**config.mk**
```make
export PLATFORM = sky130hd
export DESIGN_NAME = dma_frame_loader
export DESIGN_NICKNAME = d
export VERILOG_FILES = /design/src/rtl/dma_frame_loader.sv
export SDC_FILE = /design/constraint.sdc
export NUM_CORES = 1
export LEC_CHECK = 0
export ABC_AREA = 1
export BUFFER_PORTS_ARGS = -buffer_cell sky130_fd_sc_hd__buf_2
export CORE_MARGIN = 8
export CORE_UTILIZATION = 51
export CTS_CLUSTER_DIAMETER = 120
export DETAILED_ROUTE_END_ITERATION = 10
export GPL_TIMING_DRIVEN = 0
export PLACE_DENSITY = 0.9
export SYNTH_ARGS = -nofsm -noshare
export SYNTH_HDL_FRONTEND = slang
export SYNTH_SLANG_ARGS = --single-unit
export TNS_END_PERCENT = 20
```
**constraint.sdc**
```tcl
create_clock -name clk -period 6.4 [get_ports clk]
set_input_delay 1.92 -clock clk [delete_from_list [all_inputs] [get_ports clk]]
set_output_delay 1.92 -clock clk [all_outputs]
set_load 0.01 [all_outputs]
```
**src/rtl/dma_frame_loader.sv**
```systemverilog
// Front end for the 5-row column line buffer: loads one frame from an AXI-Stream
// DMA source, then sweeps every window position and streams 40-bit columns out.
module dma_frame_loader #(
    parameter int DATA_WIDTH = 8,
    parameter int IMG_W      = 48,
    parameter int IMG_H      = 48,
    parameter int WIN        = 5
) (
    input  logic                      clk,
    input  logic                      rst,
    input  logic                      start,
    input  logic [31:0]               s_axis_tdata,
    input  logic                      s_axis_tvalid,
    output logic                      s_axis_tready,
    input  logic                      s_axis_tlast,
    output logic                      buf_ce,
    output logic                      buf_we,
    output logic [11:0]               buf_addr,
    output logic [31:0]               buf_d,
    input  logic [WIN*DATA_WIDTH-1:0] buf_q,
    output logic                      col_valid,
    input  logic                      col_ready,
    output logic [WIN*DATA_WIDTH-1:0] col_data,
    output logic                      col_first,
    output logic                      col_last,
    output logic                      busy,
    output logic                      err_tlast
);

    localparam int WORDS = IMG_W * IMG_H / 4;
    localparam int WCW   = $clog2(WORDS);
    localparam int RW    = $clog2(IMG_H);
    localparam int CW    = $clog2(IMG_W);
    localparam logic [WCW-1:0] WCNT_LAST = WCW'(WORDS - 1);
    localparam logic [RW-1:0]  ROW_LAST  = RW'(IMG_H - WIN);
    localparam logic [CW-1:0]  COL_LAST  = CW'(IMG_W - 1);

    typedef enum logic [1:0] {IDLE, LOAD, SWEEP, DRAIN} state_t;

    state_t         state;
    logic [WCW-1:0] wcnt;
    logic [RW-1:0]  row;
    logic [CW-1:0]  col;
    logic           handshake;
    logic           take_col;
    logic           word_last;
    logic           sweep_end;
    logic [11:0]    sweep_addr;

    // tready is gated by rst so the source never sees an accept in the reset cycle
    assign s_axis_tready = (state == LOAD) && !rst;
    assign handshake     = s_axis_tvalid && s_axis_tready;
    assign take_col      = (state == SWEEP) && (!col_valid || col_ready);
    assign word_last     = (wcnt == WCNT_LAST);
    assign sweep_end     = (row == ROW_LAST) && (col == COL_LAST);
    assign sweep_addr    = 12'(row) * 12'(IMG_W) + 12'(col);

    always_comb begin
        buf_ce   = 1'b0;
        buf_we   = 1'b0;
        buf_addr = '0;
        buf_d    = '0;
        if (!rst) begin
            if (handshake) begin
                buf_ce   = 1'b1;
                buf_we   = 1'b1;
                buf_addr = 12'({wcnt, 2'b00});
                buf_d    = s_axis_tdata;
            end else if (state == SWEEP) begin
                // address held through a stall keeps buf_q aligned with the pending load
                buf_ce   = 1'b1;
                buf_addr = sweep_addr;
            end
        end
    end

    always_ff @(posedge clk) begin
        if (rst) begin
            state     <= IDLE;
            wcnt      <= '0;
            row       <= '0;
            col       <= '0;
            busy      <= 1'b0;
            err_tlast <= 1'b0;
            col_valid <= 1'b0;
            col_data  <= '0;
            col_first <= 1'b0;
            col_last  <= 1'b0;
        end else begin
            case (state)
                IDLE: begin
                    if (start) begin
                        state     <= LOAD;
                        wcnt      <= '0;
                        row       <= '0;
                        col       <= '0;
                        err_tlast <= 1'b0;
                        busy      <= 1'b1;
                    end
                end
                LOAD: begin
                    if (handshake) begin
                        // tlast is only checked; the word count alone ends the frame
                        if (s_axis_tlast != word_last) err_tlast <= 1'b1;
                        if (word_last) begin
                            wcnt  <= '0;
                            state <= SWEEP;
                        end else begin
                            wcnt <= wcnt + 1'b1;
                        end
                    end
                end
                SWEEP: begin
                    if (take_col) begin
                        col_data  <= buf_q;
                        col_valid <= 1'b1;
                        col_first <= (col == '0);
                        col_last  <= sweep_end;
                        if (col == COL_LAST) begin
                            col <= '0;
                            row <= sweep_end ? '0 : row + 1'b1;
                        end else begin
                            col <= col + 1'b1;
                        end
                        if (sweep_end) state <= DRAIN;
                    end
                end
                DRAIN: begin
                    if (col_valid && col_ready) begin
                        col_valid <= 1'b0;
                        busy      <= 1'b0;
                        state     <= IDLE;
                    end
                end
                default: state <= IDLE;
            endcase
        end
    end

endmodule

```
* After elaboration in Yosys (flattened, before gate mapping) *
Index checks and enable logic that the tools add are counted.

operators by class
  add/sub/neg operators = 4
  $mul = 1
  equality and inequality tests = 15
  mux-type cells = 38
  reduce and logical (&&, ||, !) cells = 22

operator list
  kind                   number
  $mux 32                2
  $mux 12                3
  $mux 6                 6
  $mux 10                3
  $pmux 6 s2             2
  $pmux 10 s2            1
  $ne 2x2->1 const B     7
  $add 12x6->12          1
  $add 6x1->6 const B    2
  $eq 6x6->1 const B     2
  $mux 2                 6
  $reduce_and 3->1       4
  $mux 1                 11
  $add 10x1->10 const B  1
  $eq 10x10->1 const B   1
  $mul 6x2->8 const B    1
  $pmux 2 s4             1
  $reduce_and 4->1       2
  $reduce_bool 2->1      4
  $logic_not 6->1        1
  $pmux 1 s2             3
  $reduce_and 6->1       1
  $logic_and 1x1->1      5
  $eq 2x2->1 const B     2
  7 further kinds        8

storage, ports and cells
  bits in registers = 69
  input port bits = 78
  output and inout bits = 92

* Logic depth before layout (Yosys ltp) *
Gate-level depths: netlist (run 1).

  depth after elaboration = 6
  depth in mapped cells = 13
  depth with buffers taken out = 13

* Worst setup path after synthesis (run 1) *
OpenSTA, ideal clock, no wires.

  kind = input-to-output
  start point = input port rst
  end point = output port buf_addr[10]
  arrival time = 2,823 ps
  path slack = 1,657 ps
  stages on the path = 6
  path buffers = 3
  cell sequence = buf_6 inv_4 buf_2 clkbuf_1 o21ai_0 a21oi_1

between the ends
  longest elaborated chain between the ends = 5

ends and longest elaborated chain
  item               RTL line  source
  from (decl)        10        input logic rst,
  $logic_not 1->1    -
  $logic_and 1x1->1  51        assign s_axis_tready = (state == LOAD) && !rst;
  $logic_and 1x1->1  52        assign handshake = s_axis_tvalid && s_axis_tready;
  $mux 12            64        if (handshake) begin
  $mux 12 (*)        63        if (!rst) begin
  to (decl)          18        output logic [11:0] buf_addr,

Mark *: on every way between the ends. The rest lies on a longest branch, timed or not.

* Final worst setup path (run 1) *
  start point = input port rst
  end point = output port buf_addr[8]

Same word-level chain as after synthesis.

==> impl_metrics.toml, run 1 <==
[synthesis]
post-synth-top-area-cell = "sky130_fd_sc_hd__dfxtp_1"
postSynth.asyncResetShare_pct = 0
adder_cell_fraction_of_synth_area_pct = 6.79
ys_types = 42
synth_compound_area_share_pct = 14.9
synth_top_cell_area_share_pct = 37.1
seq_area_frac_synth_pct = 37.1
syn-instance-count = 561
main_combinational_cell_family_by_area_after_synthesis = "simple AND/OR/NAND/NOR gates"
postSynthRegisterBits = 69
synthesis.area_per_instance_um2 = 6.64
post_synth_and_or_nand_nor_area_fraction_pct = 29.5
ys.warnings.count = 0
synthMuxAreaShare_pct = 0
post_synth_main_area_contributors = "sky130_fd_sc_hd__dfxtp_1 37%, sky130_fd_sc_hd__nor2_1 13%, sky130_fd_sc_hd__o21ai_0 8.5%, sky130_fd_sc_hd__inv_1 8.4%, sky130_fd_sc_hd__nand2_1 7.6%"
post_synth_xor_area_fraction_pct = 0.470
synthesis.area_um2 = 3720
synth-edff-count = 0
synth.net_count = 658
yosys_most_used_dff = "sky130_fd_sc_hd__dfxtp_1"

[global_route]
grt-ovfl-total = 0
grt_pass1_wl_um = 18700
grt_max_degree = 14
grt_antenna_before_repair = 0
grt_use_total_pct = 22.7
first_global_vias = 4153

[place]
pre_cts_setup_slack_ns = 1.15
postPlaceCellArea_um2 = 4690
dp_cells = 828
finalWeightedCongestion = 0.936
detailedPlacementHpwl_um = 9660
port-buffer-count = 168

[clock_network]
max-clock-path-buffers = 2
cts_tree = "done"
clk_pin_slew_ns = 0.08
ctsHtreeMaxLevel = 3
postCtsResizedCells = 0
cts.root.buffer_cell = "sky130_fd_sc_hd__clkbuf_8"
number_of_cts_inserted_buffers = 9
number_of_buffers_inserted_by_hold_repair_at_cts = 0
worst_skew_pair.late_latency_ns = 0.35
clkSinkCount = 69
post-cts-setup-buffer-count = 0

[floorplanning]
core-area_um2 = 7180
initial_core_util_pct = 51.9
boundaryPins = 170
chipHeight_um = 101
placementRows = 31
total_die_area_um2 = 10300
floorplan.die.width_um = 101

[power_and_ir_drop]
static-leakage-power_uw = 0.00260
total_power_uw = 1660
power-per-cell-area_nw_per_um2 = 340
vdd_ir_drop_max_uv = 240

[routing]
antenna_violating_nets_post_route = 0
drt-pass1-iter-count = 4
vias_per_cell = 5.00
post-route-drc-count = 0
drt-wirelength-per-cell_um = 14.1
wirelength_um = 11900
vias = 4222
detail_route.iter0.violations = 224

[worst_setup_path]
cp_data_arrival_time_ns = 3.32
crit-reg2reg-launch = "state[1]"
worst_ep_required_time_ns = 4.48
worst_setup_path_startpoint = "rst"
worstSetupStartpointType = "input port"
setup.worst_path.end_class = "primary output"
crit_path_max_fanout = 10
worst-setup-path-type = "input port to primary output"

[hold_path]
hold_start = "err_tlast"
hold_path_class = "flop to flop"

[timing]
post_route_worst_setup_slack_ns = 1.16
timing.final.crit_period_ns = 5.24
worst_pin_slew_ns = 0.497
post-route-period-util_pct = 81.9
slew_violations = 0
unrepaired_setup_endpoints_after_global_routing = "false"
timing.fmax_mhz = 191
fin_setup_tns_ns = 0
final_setup_violation_count = 0
finalClockSkew_ns = 0.0102
hold_viol = 0
worst_slew_margin_rel_pct = 66.9

[final_layout]
final_design_area_no_fill_um2 = 4870
final_net_count = 837
layout_common_cells = "171 x sky130_fd_sc_hd__buf_2, 133 x sky130_fd_sc_hd__nor2_1, 83 x sky130_fd_sc_hd__inv_1, 75 x sky130_fd_sc_hd__nand2_1, 69 x sky130_fd_sc_hd__dfxtp_1"
flow.area_growth_from_synthesis_pct = 30.6
layout-drive-gt1-share_pct = 27.1
finalNonFillerCells = 844
layout.cells.most_common = "sky130_fd_sc_hd__buf_2"
antenna-diode-count = 0

[outcome]
status = "completed"

[flow_run]
max_cap_violations = 0
per-layer routing:
metal	part of all wire (%)	global-route usage [%]	up-vias
li1	-	-	2123
met1	38	22.6	1886
met2	48	41.0	198
met3	13	10.4	15
met4	1.1	6.87	0
met5	0	0	-
power breakdown:
part / switching [µW] / internal [µW] / leakage [µW]
clock network: 183 / 144 / 0.0000908
registers: 56.4 / 534 / 0.000563
logic: 481 / 257 / 0.00195
total: 720 / 935 / 0.00260
cell type report:
type	instances	area, µm²
Fill cell	626	2310
Multi-Input combinational cell	384	1920
Sequential cell	69	1380
Timing Repair Buffer	168	841
Inverter	87	330
Clock buffer	10	128
Tap cell	99	124
Buffer	21	90.1
Clock inverter	6	48.8
synth_stat cells (2+ instances only):
library cell,number
sky130_fd_sc_hd__nand3_4,2
sky130_fd_sc_hd__dfxtp_1,69
sky130_fd_sc_hd__nor3_1,11
sky130_fd_sc_hd__or2_2,2
sky130_fd_sc_hd__nand2_2,2
sky130_fd_sc_hd__nand4_1,3
sky130_fd_sc_hd__nand3_1,23
sky130_fd_sc_hd__a211oi_1,2
sky130_fd_sc_hd__ha_1,17
sky130_fd_sc_hd__fa_1,2
sky130_fd_sc_hd__o21ai_0,63
sky130_fd_sc_hd__nand2_1,75
sky130_fd_sc_hd__inv_1,83
sky130_fd_sc_hd__clkbuf_1,17
sky130_fd_sc_hd__a21oi_1,29
sky130_fd_sc_hd__nor2_1,133
sky130_fd_sc_hd__buf_2,3
critical path, stage by stage:
cell                       delay [ns]
sky130_fd_sc_hd__buf_6           0.13
sky130_fd_sc_hd__inv_4           0.07
sky130_fd_sc_hd__buf_2           0.25
sky130_fd_sc_hd__clkbuf_1        0.43
sky130_fd_sc_hd__nand2_1         0.10
sky130_fd_sc_hd__a21oi_1         0.21
sky130_fd_sc_hd__buf_2           0.18
sequential cells by signal, summed over array words and instances (netlist names), 2 cells and up:
signal	count
col	6
col_data	40
row	6
state	2
wcnt	10
per-stage QoR:
stage          hold slack, ns  util [%]
3_5_place_dp            0.461      65.4
5_1_grt                 0.500      67.8
6_report                0.470      67.8
4_1_cts                 0.473      67.8
3_3_place_gp            0.453      65.4
2_1_floorplan           0.452         -
final timing paths:
kind	endpoint	slack, ns	cells past startpoint
setup / recovery	buf_addr[8]	1.16	7
hold reg to reg	err_tlast	0.47	2
setup reg to reg	row[3]	4.45	12
hold / removal	err_tlast	0.47	2
cells by family after synthesis:
logic type	count (synthesis)
simple gates	259
buf+inv	108
fa+ha+maj	19
flops	69
xor+xnor	2
compound gates	104
Note: power is estimated with default switching activity, not from simulation.
==> run 2, diff against run 1 <==
Settings changed: ABC_AREA 1 to 0, CORE_UTILIZATION 51 to 47, PLACE_DENSITY 0.9 to 0.85.
Clock period 6.4 ns to 5.1 ns, I/O delays scaled along.
==> run 2 against run 1 <==
Net effect:
- wire length shrank 6.4%
- die area grew 4.9%
- synthesized area shrank 2.5%
- worst setup slack lost 0.41 ns
- final area shrank 0.59%
- sequential power grew 14%
- via count shrank 8.5%
- clock skew shrank 0.0020 ns
- critical endpoint is now buf_addr[11]
- largest cell class unchanged
==> impl_metrics.toml, run 2 <==
[clock_network]
worst_skew_pair.late_latency_ns = 0.35
clk_pin_slew_ns = 0.08
ctsHtreeMaxLevel = 3
max-clock-path-buffers = 2
number_of_buffers_inserted_by_hold_repair_at_cts = 0
cts.root.buffer_cell = "sky130_fd_sc_hd__clkbuf_8"
cts_tree = "done"
post-cts-setup-buffer-count = 0
number_of_cts_inserted_buffers = 9
clkSinkCount = 69
postCtsResizedCells = 0

[floorplanning]
initial_core_util_pct = 47.8
total_die_area_um2 = 10800
core-area_um2 = 7610
placementRows = 32
chipHeight_um = 104
floorplan.die.width_um = 104
boundaryPins = 170

[routing]
post-route-drc-count = 0
wirelength_um = 11100
drt-pass1-iter-count = 5
wl_met1_um = 4500
maxUsedRoutingLayer = "met4"
met3_wirelength_um = 918
vias = 3864
routed-wl-met2_um = 5380
antenna_violating_nets_post_route = 0
drt-wirelength-per-cell_um = 14.7
vias_per_cell = 5.13
detail_route.iter0.violations = 157

[final_layout]
filler_cell_count = 692
max_flop_register = "col_data"
layout_utilization_pct = 63.6
antenna-diode-count = 0
final_net_count = 743
final_design_area_no_fill_um2 = 4840
flow.area_growth_from_synthesis_pct = 33.1
registers_with_the_highest_flip_flop_counts = "col_data x40, wcnt x10"
layout.cells.most_common = "sky130_fd_sc_hd__buf_2"
layout_common_cells = "176 x sky130_fd_sc_hd__buf_2, 103 x sky130_fd_sc_hd__nand2_1, 69 x sky130_fd_sc_hd__dfxtp_1, 59 x sky130_fd_sc_hd__a21oi_1, 35 x sky130_fd_sc_hd__and2_1"
largest_reg_flops = 40
layout-drive-gt1-share_pct = 31.5

[timing]
worst_pin_slew_ns = 0.550
timing.final.crit_period_ns = 4.35
final_setup_violation_count = 0
post-route-period-util_pct = 85.2
unrepaired_setup_endpoints_after_global_routing = "false"
finalClockSkew_ns = 0.00820
slew_violations = 0
hold_ws_ns = 0.454
hold_viol = 0
fin_setup_tns_ns = 0
worst_slew_margin_rel_pct = 63.3
timing.fmax_mhz = 230

[synthesis]
ys.warnings.count = 0
ys_types = 46
synth-edff-count = 0
seq_area_frac_synth_pct = 38.0
synth.net_count = 563
postSynth.asyncResetShare_pct = 0
post-synth-top-area-cell = "sky130_fd_sc_hd__dfxtp_1"
syn-instance-count = 466
synthesis.area_um2 = 3630
synthesis.area_per_instance_um2 = 7.80
synth.top_cells.by_count = "103 x sky130_fd_sc_hd__nand2_1, 69 x sky130_fd_sc_hd__dfxtp_1, 59 x sky130_fd_sc_hd__a21oi_1"
synth_most_common_cell = "sky130_fd_sc_hd__nand2_1"
post_synth_main_area_contributors = "sky130_fd_sc_hd__dfxtp_1 38%, sky130_fd_sc_hd__nand2_1 11%, sky130_fd_sc_hd__a21oi_1 8.1%, sky130_fd_sc_hd__and2_1 6.0%, sky130_fd_sc_hd__ha_1 5.9%"
synth_top_cell_area_share_pct = 38.0
yosys_most_used_dff = "sky130_fd_sc_hd__dfxtp_1"
postSynthRegisterBits = 69

[global_route]
grt_use_total_pct = 20.0
first_global_vias = 3941
grt_antenna_before_repair = 0
grt-ovfl-total = 0
grt_pass1_wl_um = 18100
grt_max_degree = 15

[flow_run]
max_cap_violations = 0

[hold_path]
hold_path_class = "flop to flop"

[outcome]
status = "completed"

[place]
detailedPlacementHpwl_um = 8920
port-buffer-count = 169
postPlaceCellArea_um2 = 4610
finalWeightedCongestion = 0.901

[worst_setup_path]
worstSetupStartpointType = "flop"
worst_ep_required_time_ns = 3.57
cp_data_arrival_time_ns = 2.82
worst-setup-path-type = "flop to primary output"
setup.worst_path.end_class = "primary output"
crit_path_max_fanout = 5

[power_and_ir_drop]
static-leakage-power_uw = 0.00227
power-per-cell-area_nw_per_um2 = 388
vdd_ir_drop_max_uv = 183
total_power_uw = 1880
-- run 2: cell count changes after synthesis, moves of 12 or more --
cell,previous run,this run
sky130_fd_sc_hd__a21oi_1,29,59
sky130_fd_sc_hd__and2_1,0,35
sky130_fd_sc_hd__inv_1,83,14
sky130_fd_sc_hd__nand2_1,75,103
sky130_fd_sc_hd__nor2_1,133,30
sky130_fd_sc_hd__o21ai_0,63,10
sky130_fd_sc_hd__xor2_1,1,13
-- run 2: metrics by stage --
step                setup WS, ns  std cells
global placement           0.797        737
CTS                        0.756        753
floorplan                   1.15        466
detailed placement         0.784        737
finish                     0.754        753
global route               0.549        753
-- run 2: metal layers --
metal | vias to the layer above | track usage [%]
met2 | 161 | 35.2
met4 | 0 | 9.31
li1 | 1921 | -
met1 | 1760 | 21.2
met5 | - | 0
met3 | 22 | 6.44
-- run 2: area by class of cell --
cell class                      instances  area (µm²)  share of cell area [%]
Sequential cell                        69        1380                    28.6
Tap cell                              102         128                    2.64
Multi-Input combinational cell        359        2100                    43.4
Inverter                               15        57.6                    1.19
Clock inverter                          7         106                    2.20
Timing Repair Buffer                  169         846                    17.5
Clock buffer                            9         124                    2.56
Buffer                                 23        95.1                    1.97
-- run 2: logic make-up (layout without fill, tap and decap cells) --
kind of cell	after synthesis	after routing	share of synthesized area (%)
simple gates	226	226	30.2
compound gates	90	90	14.8
flops	69	69	38.0
buf+inv	38	223	4.20
xor+xnor	21	21	5.06
fa+ha+maj	19	19	6.96
mux	3	3	0.826
-- run 2: path summary, 6_finish.rpt --
| check | start | to | slack [ns] | cells after the start |
|---|---|---|---|---|
| worst max-delay path | row[0] | buf_addr[11] | 0.75 | 10 |
| worst min-delay path | col_data[23] | col_data[23] | 0.45 | 2 |
| worst max register to register | state[0] | row[5] | 3.05 | 8 |
| worst min register to register | col_data[23] | col_data[23] | 0.45 | 2 |
-- run 2: power breakdown --
part           switching, µW  leakage (µW)  internal (µW)
sequential              51.7      0.000558            623
clock                    234      0.000116            284
combinational            436       0.00159            250
-- run 2: critical path, cell delays in order (launching register included) --
cell and delay (ns):
sky130_fd_sc_hd__dfxtp_1 0.44, sky130_fd_sc_hd__ha_1 0.27, sky130_fd_sc_hd__inv_1 0.07, sky130_fd_sc_hd__fa_1 0.41, sky130_fd_sc_hd__xnor2_1 0.17, sky130_fd_sc_hd__nor3_1 0.25, sky130_fd_sc_hd__nand3_1 0.17, sky130_fd_sc_hd__a311oi_2 0.25
sky130_fd_sc_hd__xor2_1 0.10, sky130_fd_sc_hd__a22o_1 0.21, sky130_fd_sc_hd__buf_2 0.14
==> run 3, diff against run 2 <==
Settings changed: GPL_ROUTABILITY_DRIVEN set to 0, RECOVER_POWER set to 25.
==> run 3 against run 2 <==
Net effect:
- non-clock buffer count unchanged
- sequential share of layout area up 0.29 points
- die area unchanged
- final cell count unchanged
- largest cell class unchanged
- worst setup slack worse by 0.056 ns
- via count down 0.21%
- clock skew up 0.0023 ns
- power down 0.66%
- combinational power down 2%
- utilization down 0.64 points
==> impl_metrics.toml, run 3 (synthesized netlist as in run 2, its figures left out) <==
[power_and_ir_drop]
power-per-cell-area_nw_per_um2 = 390
static-leakage-power_uw = 0.00210
vdd_ir_drop_max_uv = 183

[timing]
final_setup_violation_count = 0
worst_pin_slew_ns = 0.540
timing.final.crit_period_ns = 4.40
post_route_worst_setup_slack_ns = 0.698
fin_setup_tns_ns = 0
timing.fmax_mhz = 227
post-route-period-util_pct = 86.3
hold_viol = 0
slew_violations = 0
unrepaired_setup_endpoints_after_global_routing = "false"
finalClockSkew_ns = 0.0105
worst_slew_margin_rel_pct = 64.0

[clock_network]
worst_skew_pair.late_latency_ns = 0.35
ctsHtreeMaxLevel = 3
postCtsResizedCells = 0
cts_tree = "done"
cts.root.buffer_cell = "sky130_fd_sc_hd__clkbuf_8"
number_of_cts_inserted_buffers = 9
number_of_buffers_inserted_by_hold_repair_at_cts = 0
post-cts-setup-buffer-count = 0
clkSinkCount = 69
clk_pin_slew_ns = 0.07
max-clock-path-buffers = 2

[final_layout]
layout_utilization_pct = 62.9
registers_with_the_highest_flip_flop_counts = "col_data x40, wcnt x10"
layout_common_cells = "137 x sky130_fd_sc_hd__buf_2, 103 x sky130_fd_sc_hd__nand2_1, 69 x sky130_fd_sc_hd__dfxtp_1, 59 x sky130_fd_sc_hd__a21oi_1, 55 x sky130_fd_sc_hd__clkbuf_1"
antenna-diode-count = 0
flow.area_growth_from_synthesis_pct = 31.8
largest_reg_flops = 40
final_net_count = 743
max_flop_register = "col_data"
filler_cell_count = 710
final_design_area_no_fill_um2 = 4790
layout.cells.most_common = "sky130_fd_sc_hd__buf_2"
layout-drive-gt1-share_pct = 25.5

[routing]
detail_route.iter0.violations = 132
drt-pass1-iter-count = 4
post-route-drc-count = 0
antenna_violating_nets_post_route = 0
vias = 3856
drt-wirelength-per-cell_um = 14.8
wirelength_um = 11200
vias_per_cell = 5.12

[flow_run]
max_cap_violations = 0

[floorplanning]
floorplan.die.width_um = 104
total_die_area_um2 = 10800
chipHeight_um = 104
placementRows = 32
initial_core_util_pct = 47.8
core-area_um2 = 7610
boundaryPins = 170

[global_route]
first_global_vias = 3941
grt_use_total_pct = 20.0
grt_max_degree = 15
grt_antenna_before_repair = 0
grt_pass1_wl_um = 18100
grt-ovfl-total = 0

[place]
postPlaceCellArea_um2 = 4610
port-buffer-count = 169
pre_cts_setup_slack_ns = 0.784
detailedPlacementHpwl_um = 8920

[worst_setup_path]
worstSetupStartpointType = "input port"
setup.worst_path.end_class = "primary output"
worst_setup_path_startpoint = "rst"
cp_data_arrival_time_ns = 2.87
crit_path_max_fanout = 10
crit-reg2reg-launch = "state[0]"
worst_ep_required_time_ns = 3.57
worst-setup-path-type = "input port to primary output"

[hold_path]
hold_path_class = "flop to flop"
hold_start = "col_data[20]"

[outcome]
status = "completed"
-- run 3: path summary, 6_finish.rpt --
check                                     to  slack [ns]  depth (start not counted)
worst max-delay path             buf_addr[7]        0.70                          5
worst min register to register  col_data[20]        0.46                          2
worst min-delay path            col_data[20]        0.46                          2
worst max register to register        row[5]        3.03                          8
-- run 3: per-layer routing --
metal / global-route usage (%) / part of all wire, %
met5: 0 / 0
met1: 21.2 / 41
met2: 35.2 / 48
met3: 6.44 / 8.5
met4: 9.31 / 2.2
-- run 3: layout make-up --
class	instances	area [µm²]	share of cell area [%]
buffer	23	95.1	1.99
tap	102	128	2.67
clock buffer	9	124	2.59
sequential	69	1380	28.8
multi-input combinational	359	2100	43.8
inverter	15	57.6	1.20
clock inverter	7	106	2.22
timing repair buffer	169	797	16.6
-- run 3: metrics by stage --
step,power (µW),std cells,hold WS (ns)
2_1_floorplan,1120,466,0.457
4_1_cts,1890,753,0.455
6_report,1870,753,0.457
5_1_grt,1990,753,0.472
3_3_place_gp,1340,737,0.439
3_5_place_dp,1370,737,0.444
-- run 3: worst max-delay path: stages --
cell and delay, ns:
sky130_fd_sc_hd__clkbuf_1 0.17, sky130_fd_sc_hd__clkbuf_1 0.39, sky130_fd_sc_hd__clkbuf_1 0.48, sky130_fd_sc_hd__a21oi_1 0.12, sky130_fd_sc_hd__buf_2 0.18
-- run 3: report_power, final --
group | switching, µW | internal, µW
clock network | 235 | 284
logic | 436 | 235
registers | 54.2 | 623
